## src/rtl/ramb4_arb_pkg.sv

```systemverilog
// Shared types and defaults for the RAMB4 wide-port arbiter.
package ramb4_arb_pkg;

  localparam int AW_DEFAULT = 8;
  localparam int DW_DEFAULT = 16;
  localparam logic [15:0] CLEAR_VALUE_DEFAULT = 16'h0000;

  typedef enum logic {
    ST_CLEAR = 1'b0,
    ST_ARB   = 1'b1
  } state_t;

endpackage

```

## src/rtl/ramb4_s16_port_arbiter_rr_pick.sv

```systemverilog
// Combinational round-robin picker: first eligible index after ptr, wrapping.
module rr_pick #(
  parameter int NREQ = 2,
  parameter int IW   = (NREQ > 1) ? $clog2(NREQ) : 1
) (
  input  logic [NREQ-1:0] eligible,
  input  logic [IW-1:0]   ptr,
  output logic [NREQ-1:0] onehot,
  output logic [IW-1:0]   idx,
  output logic            any_valid
);

  logic [IW-1:0] cand;

  // NOTE: every output of a combinational block gets a default before any
  // conditional assignment; a path that leaves one unassigned infers a latch.
  always_comb begin
    onehot    = '0;
    idx       = '0;
    any_valid = 1'b0;
    cand      = '0;
    for (int k = 1; k <= NREQ; k++) begin
      cand = IW'((int'(ptr) + k) % NREQ);
      if (!any_valid && eligible[cand]) begin
        any_valid    = 1'b1;
        idx          = cand;
        onehot[cand] = 1'b1;
      end
    end
  end

endmodule

```

## src/rtl/ramb4_s16_port_arbiter.sv

```systemverilog
// Round-robin arbiter sharing the 16-bit port of a RAMB4_S2_S16 between NREQ requesters.
// Optional power-up clear sequencer enabled by defining RAMB4_ARB_CLEAR_EN.
module ramb4_s16_port_arbiter
  import ramb4_arb_pkg::*;
#(
  parameter int            NREQ        = 2,
  parameter int            AW          = AW_DEFAULT,
  parameter int            DW          = DW_DEFAULT,
  parameter logic [DW-1:0] CLEAR_VALUE = DW'(CLEAR_VALUE_DEFAULT)
) (
  input  logic             CLK,
  input  logic             RST,
  input  logic [NREQ-1:0]  REQ,
  input  logic [NREQ-1:0]  WE_REQ,
  input  logic [NREQ*AW-1:0] ADDR_REQ,
  input  logic [NREQ*DW-1:0] DIN_REQ,
  output logic [NREQ-1:0]  GNT,
  output logic [NREQ-1:0]  DVALID,
  output logic [DW-1:0]    DOUT,
  output logic             BUSY,
  output logic             RAM_EN,
  output logic             RAM_WE,
  output logic [AW-1:0]    RAM_ADDR,
  output logic [DW-1:0]    RAM_DI,
  input  logic [DW-1:0]    RAM_DO
);

  localparam int IW = (NREQ > 1) ? $clog2(NREQ) : 1;

  logic [NREQ-1:0] gnt_q, gnt_d;
  logic [NREQ-1:0] dvalid_q, dvalid_d;
  logic [IW-1:0]   ptr_q, ptr_d;
  logic            ram_en_q, ram_en_d;
  logic            ram_we_q, ram_we_d;
  logic [AW-1:0]   ram_addr_q, ram_addr_d;
  logic [DW-1:0]   ram_di_q, ram_di_d;

  logic [NREQ-1:0] eligible;
  logic [NREQ-1:0] win_onehot;
  logic [IW-1:0]   win_idx;
  logic            any_valid;
  logic            busy;

`ifdef RAMB4_ARB_CLEAR_EN
  state_t        state_q, state_d;
  logic [AW-1:0] cnt_q, cnt_d;
  assign busy = (state_q == ST_CLEAR);
`else
  assign busy = 1'b0;
`endif

  // A requester in its GNT cycle is not eligible, so it may drop REQ late.
  assign eligible = REQ & ~gnt_q & {NREQ{~busy}};

  rr_pick #(.NREQ(NREQ), .IW(IW)) u_pick (
    .eligible  (eligible),
    .ptr       (ptr_q),
    .onehot    (win_onehot),
    .idx       (win_idx),
    .any_valid (any_valid)
  );

  always_comb begin
    gnt_d      = '0;
    ram_en_d   = 1'b0;
    ram_we_d   = 1'b0;
    ram_addr_d = ram_addr_q;
    ram_di_d   = ram_di_q;
    ptr_d      = ptr_q;
    // A read command issued last cycle is executed by the RAM at this edge.
    dvalid_d   = (ram_en_q && !ram_we_q) ? gnt_q : '0;
`ifdef RAMB4_ARB_CLEAR_EN
    state_d    = state_q;
    cnt_d      = cnt_q;
    if (state_q == ST_CLEAR) begin
      ram_en_d   = 1'b1;
      ram_we_d   = 1'b1;
      ram_addr_d = cnt_q;
      ram_di_d   = CLEAR_VALUE;
      cnt_d      = cnt_q + 1'b1;
      if (cnt_q == '1) state_d = ST_ARB;
    end else
`endif
    if (any_valid) begin
      gnt_d    = win_onehot;
      ram_en_d = 1'b1;
      ptr_d    = win_idx;
      for (int i = 0; i < NREQ; i++) begin
        if (win_onehot[i]) begin
          ram_we_d   = WE_REQ[i];
          ram_addr_d = ADDR_REQ[i*AW +: AW];
          ram_di_d   = DIN_REQ[i*DW +: DW];
        end
      end
    end
  end

  // NOTE: registers update with non-blocking assignments so every flop
  // samples pre-edge values regardless of statement order.
  always_ff @(posedge CLK) begin
    if (RST) begin
      gnt_q      <= '0;
      dvalid_q   <= '0;
      ptr_q      <= IW'(NREQ - 1);
      ram_en_q   <= 1'b0;
      ram_we_q   <= 1'b0;
      ram_addr_q <= '0;
      ram_di_q   <= '0;
`ifdef RAMB4_ARB_CLEAR_EN
      state_q    <= ST_CLEAR;
      cnt_q      <= '0;
`endif
    end else begin
      gnt_q      <= gnt_d;
      dvalid_q   <= dvalid_d;
      ptr_q      <= ptr_d;
      ram_en_q   <= ram_en_d;
      ram_we_q   <= ram_we_d;
      ram_addr_q <= ram_addr_d;
      ram_di_q   <= ram_di_d;
`ifdef RAMB4_ARB_CLEAR_EN
      state_q    <= state_d;
      cnt_q      <= cnt_d;
`endif
    end
  end

  assign GNT      = gnt_q;
  assign DVALID   = dvalid_q;
  assign DOUT     = RAM_DO;
  assign BUSY     = busy;
  assign RAM_EN   = ram_en_q;
  assign RAM_WE   = ram_we_q;
  assign RAM_ADDR = ram_addr_q;
  assign RAM_DI   = ram_di_q;

endmodule

```

## config.mk

```make
export PLATFORM = sky130hd
export DESIGN_NAME = ramb4_s16_port_arbiter
export DESIGN_NICKNAME = d
export VERILOG_FILES = /design/src/rtl/ramb4_arb_pkg.sv /design/src/rtl/ramb4_s16_port_arbiter_rr_pick.sv /design/src/rtl/ramb4_s16_port_arbiter.sv
export SDC_FILE = /design/constraint.sdc
export NUM_CORES = 1
export LEC_CHECK = 0
export CAP_MARGIN = 15
export CELL_PAD_IN_SITES_DETAIL_PLACEMENT = 1
export CELL_PAD_IN_SITES_GLOBAL_PLACEMENT = 2
export CORE_MARGIN = 10
export CORE_UTILIZATION = 21
export CTS_CLUSTER_SIZE = 10
export DETAILED_ROUTE_END_ITERATION = 8
export HOLD_SLACK_MARGIN = 0.12
export PLACE_DENSITY_LB_ADDON = 0.15
export SLEW_MARGIN = 10
export SYNTH_ARGS = -nofsm -noshare
export SYNTH_HDL_FRONTEND = slang
export SYNTH_HIERARCHICAL = 1
export SYNTH_SLANG_ARGS = --single-unit
```

## constraint.sdc

```tcl
create_clock -name CLK -period 4.03 [get_ports CLK]
set_clock_uncertainty 0.2 [all_clocks]
set_input_delay 0.806 -clock CLK [delete_from_list [all_inputs] [get_ports CLK]]
set_output_delay 0.806 -clock CLK [all_outputs]
set_load 0.005 [all_outputs]
```

==> qor.txt <==
CP required: 3980 ps
Layout cells sized above 1: 13.6%
H-tree depth: 2
Seq cells post-synth: 31
Pre-Repair DR Iteration Count: 4
Peak supply drop: 111 uV
CP startpoint kind: primary input
Cell Pwr Density: 332 nW/um2
Part of the power in registers: 41.4%
Crit path largest cell delay: 450 ps
Drt total wl: 5780 um
Synth warnings: 6
Final Cell Area: 2580 um2
Antenna violations before repair: 0
Distinct cells, synth: 24
Status: finished, final reports clean
Worst Tran Pin Value: 566 ps
Synthesized Nets: 226
Part of the power in combinational logic: 29.3%
Die width: 111 um
Met3 usage: 5.09%
Vias in the first global route: 1,656
DRT antenna net count: 0
Setup Crit Path Kind: in -> reg
GR peak layer: met2
CP Buf/Inv Count: 3
Register area share after synthesis: 35.8%
Clk pwr share: 29.2%
Synthesized area per cell: 11.1 um2
Crit-path slowest cell: clkdlybuf4s50_1
Initial drt markers: 19
P_sw: 0.000238 W
CTS tree: done
Switching Share: 27.8%
Clock-pin slew on the worst setup and hold paths: 70 ps
Hold Fails Final Rpt: 0
Mapped Area: 1740 um2
Core Region: 8130 um2
Overflow after GRT: 0
Final period util: 71.5%
Rel. slew slack: 62.2%
Clock Tree Buf Depth: 2
Post-layout min period: 2880 ps
Clk sinks: 31
Die area: 12,300 um2
Die Height: 111 um
Pint: 0.000618 W
# hold bufs at CTS: 0
Vias: 1,405
Worst setup EP type: flip-flop
Io pins: 117
DRC viols: 0
GRT Util Overall: 8.98%
GPL Wtd Cong: 0.686
Post-CTS setup buffer count: 0
# port buffers: 83
Worst-Skew Late Latency: 280 ps
Routing usage on met2: 16.0%
Nets: 290
RSZ-0062 raised after global routing: false
Cells after Synth: 156
Most common cell on crit path: buf_4
Routed vias/inst: 4.32
CP cell instances: clkdlybuf4s50_1 > nor2b_1 > a21boi_4 > buf_4 > o21a_1 > buf_4 > o32ai_1
Hold Path Class: reg -> reg
Initial core utilization: 21.3%
Largest net degree at the start of global routing: 29
PostCTS Resize Cnt: 0
# diodes: 0
Leak Pwr: 0.900 nW
Crit-path leading delay family: buffers and inverters
Worst-path fanout max: 28
First-pass GRT wire length: 8780 um
Placed Instance Area: 2490 um2
Post-detail-place hpwl: 4480 um
Area growth syn-to-layout: 48.6%
Fin Setup TNS: 0 ps
Total CTS buffers: 5
Clk root buf: clkbuf_8
Critical Path AT: 2830 ps
# rows: 33
Max-cap violations: 0
Final setup viols: 0
Fmax: 347 MHz
Max-slew violations: 0
Routed WL per cell: 17.8 um
Met1 Resource Use GR: 8.31%
-- through the flow --
stage / total power (W) / std cells / setup slack [ps] / utilization (%) / hold WS (ps)
2_1_floorplan: 0.000504 / 156 / 1730 / - / 246
3_3_place_gp: 0.000614 / 318 / 906 / 30.6 / 234
3_5_place_dp: 0.000619 / 318 / 850 / 30.6 / 238
4_1_cts: 0.000872 / 325 / 1140 / 31.7 / 247
5_1_grt: 0.000902 / 325 / 1010 / 31.7 / 275
6_report: 0.000856 / 325 / 1150 / 31.7 / 251
-- cells in the final DEF (no fill, tap or decap), drive strengths merged, types with 3 or more instances in the layout --
cell / n
a21boi: 3
buf: 4
clkbuf: 6
clkdlybuf4s50: 83
dfxtp: 31
inv: 4
mux2i: 24
nand2b: 25
nor2: 3
nor2b: 3
o32ai: 24
-- sequential cells by signal, summed over array words and instances (netlist names) --
name	flops
DVALID	2
GNT	2
RAM_ADDR	8
RAM_DI	16
RAM_EN	1
RAM_WE	1
ptr_q	1
-- layout make-up --
class / count / area, um2
timing repair buffer: 87 / 861
clock inverter: 1 / 5.00
sequential: 31 / 621
fill: 903 / 5560
multi-input combinational: 91 / 863
inverter: 4 / 15.0
clock buffer: 6 / 82.6
tap: 105 / 131
-- path summary, 6_finish.rpt --
kind | cells after the start | endpoint | start | slack [ps]
min reg2reg | 1 | DVALID[0] | RAM_WE | 250
min | 1 | DVALID[0] | RAM_WE | 250
max | 7 | RAM_ADDR[0] | REQ[1] | 1150
max reg2reg | 6 | RAM_ADDR[0] | GNT[1] | 1810
-- layer usage --
| metal | wire (um) | up-vias | share of wire [%] |
|---|---|---|---|
| met5 | 0 | - | 0 |
| met4 | 92 | 0 | 1.6 |
| met3 | 602 | 12 | 10 |
| met2 | 2910 | 61 | 50 |
| met1 | 2170 | 658 | 38 |
| li1 | - | 674 | - |
-- kinds of logic after synthesis --
family                 synth area share [%]
other                                 0.216
flip-flops                             35.8
multiplexers                           13.8
AND/OR/NAND/NOR                        13.3
buffers and inverters                  15.3
AO/OA/AOI/OAI                          21.6
-- worst register-to-register path, stage by stage (launching register included) --
cell and delay, ps:
dfxtp_1 320, nor2b_1 230, a21boi_4 240, buf_4 420, o21a_1 200, buf_4 340, o32ai_1 140
-- cells in the mapped netlist --
library cell	instances	share of area, %
nor2_1	3	0.65
or2_1	1	0.36
inv_1	4	0.86
buf_2	2	0.58
nor2b_1	3	1.1
nor4bb_1	2	1.2
nand2_1	1	0.22
clkbuf_1	2	0.43
o32ai_1	8	4.0
a21boi_0	2	0.86
conb_1	1	0.22
nand2b_4	1	0.79
a21boi_1	1	0.43
a21oi_1	1	0.29
a211o_1	1	0.50
o32ai_2	16	15
o21a_1	1	0.43
nand3b_1	1	0.43
nand2b_1	24	8.7
dfxtp_1	31	36
buf_8	2	1.7
buf_4	18	7.8
mux2i_1	24	14
buf_6	6	3.9
-- power groups by stage --
stage / Combinational (W) / Clock (W) / Sequential [W]
after floorplan: 0.000146 / 0 / 0.000358
after global placement: 0.000252 / 0 / 0.000362
after detailed placement: 0.000257 / 0 / 0.000362
after CTS: 0.000258 / 0.000258 / 0.000356
after global routing: 0.000272 / 0.000271 / 0.000358
final: 0.000251 / 0.000250 / 0.000355
Power figures use the tool's default switching activity.
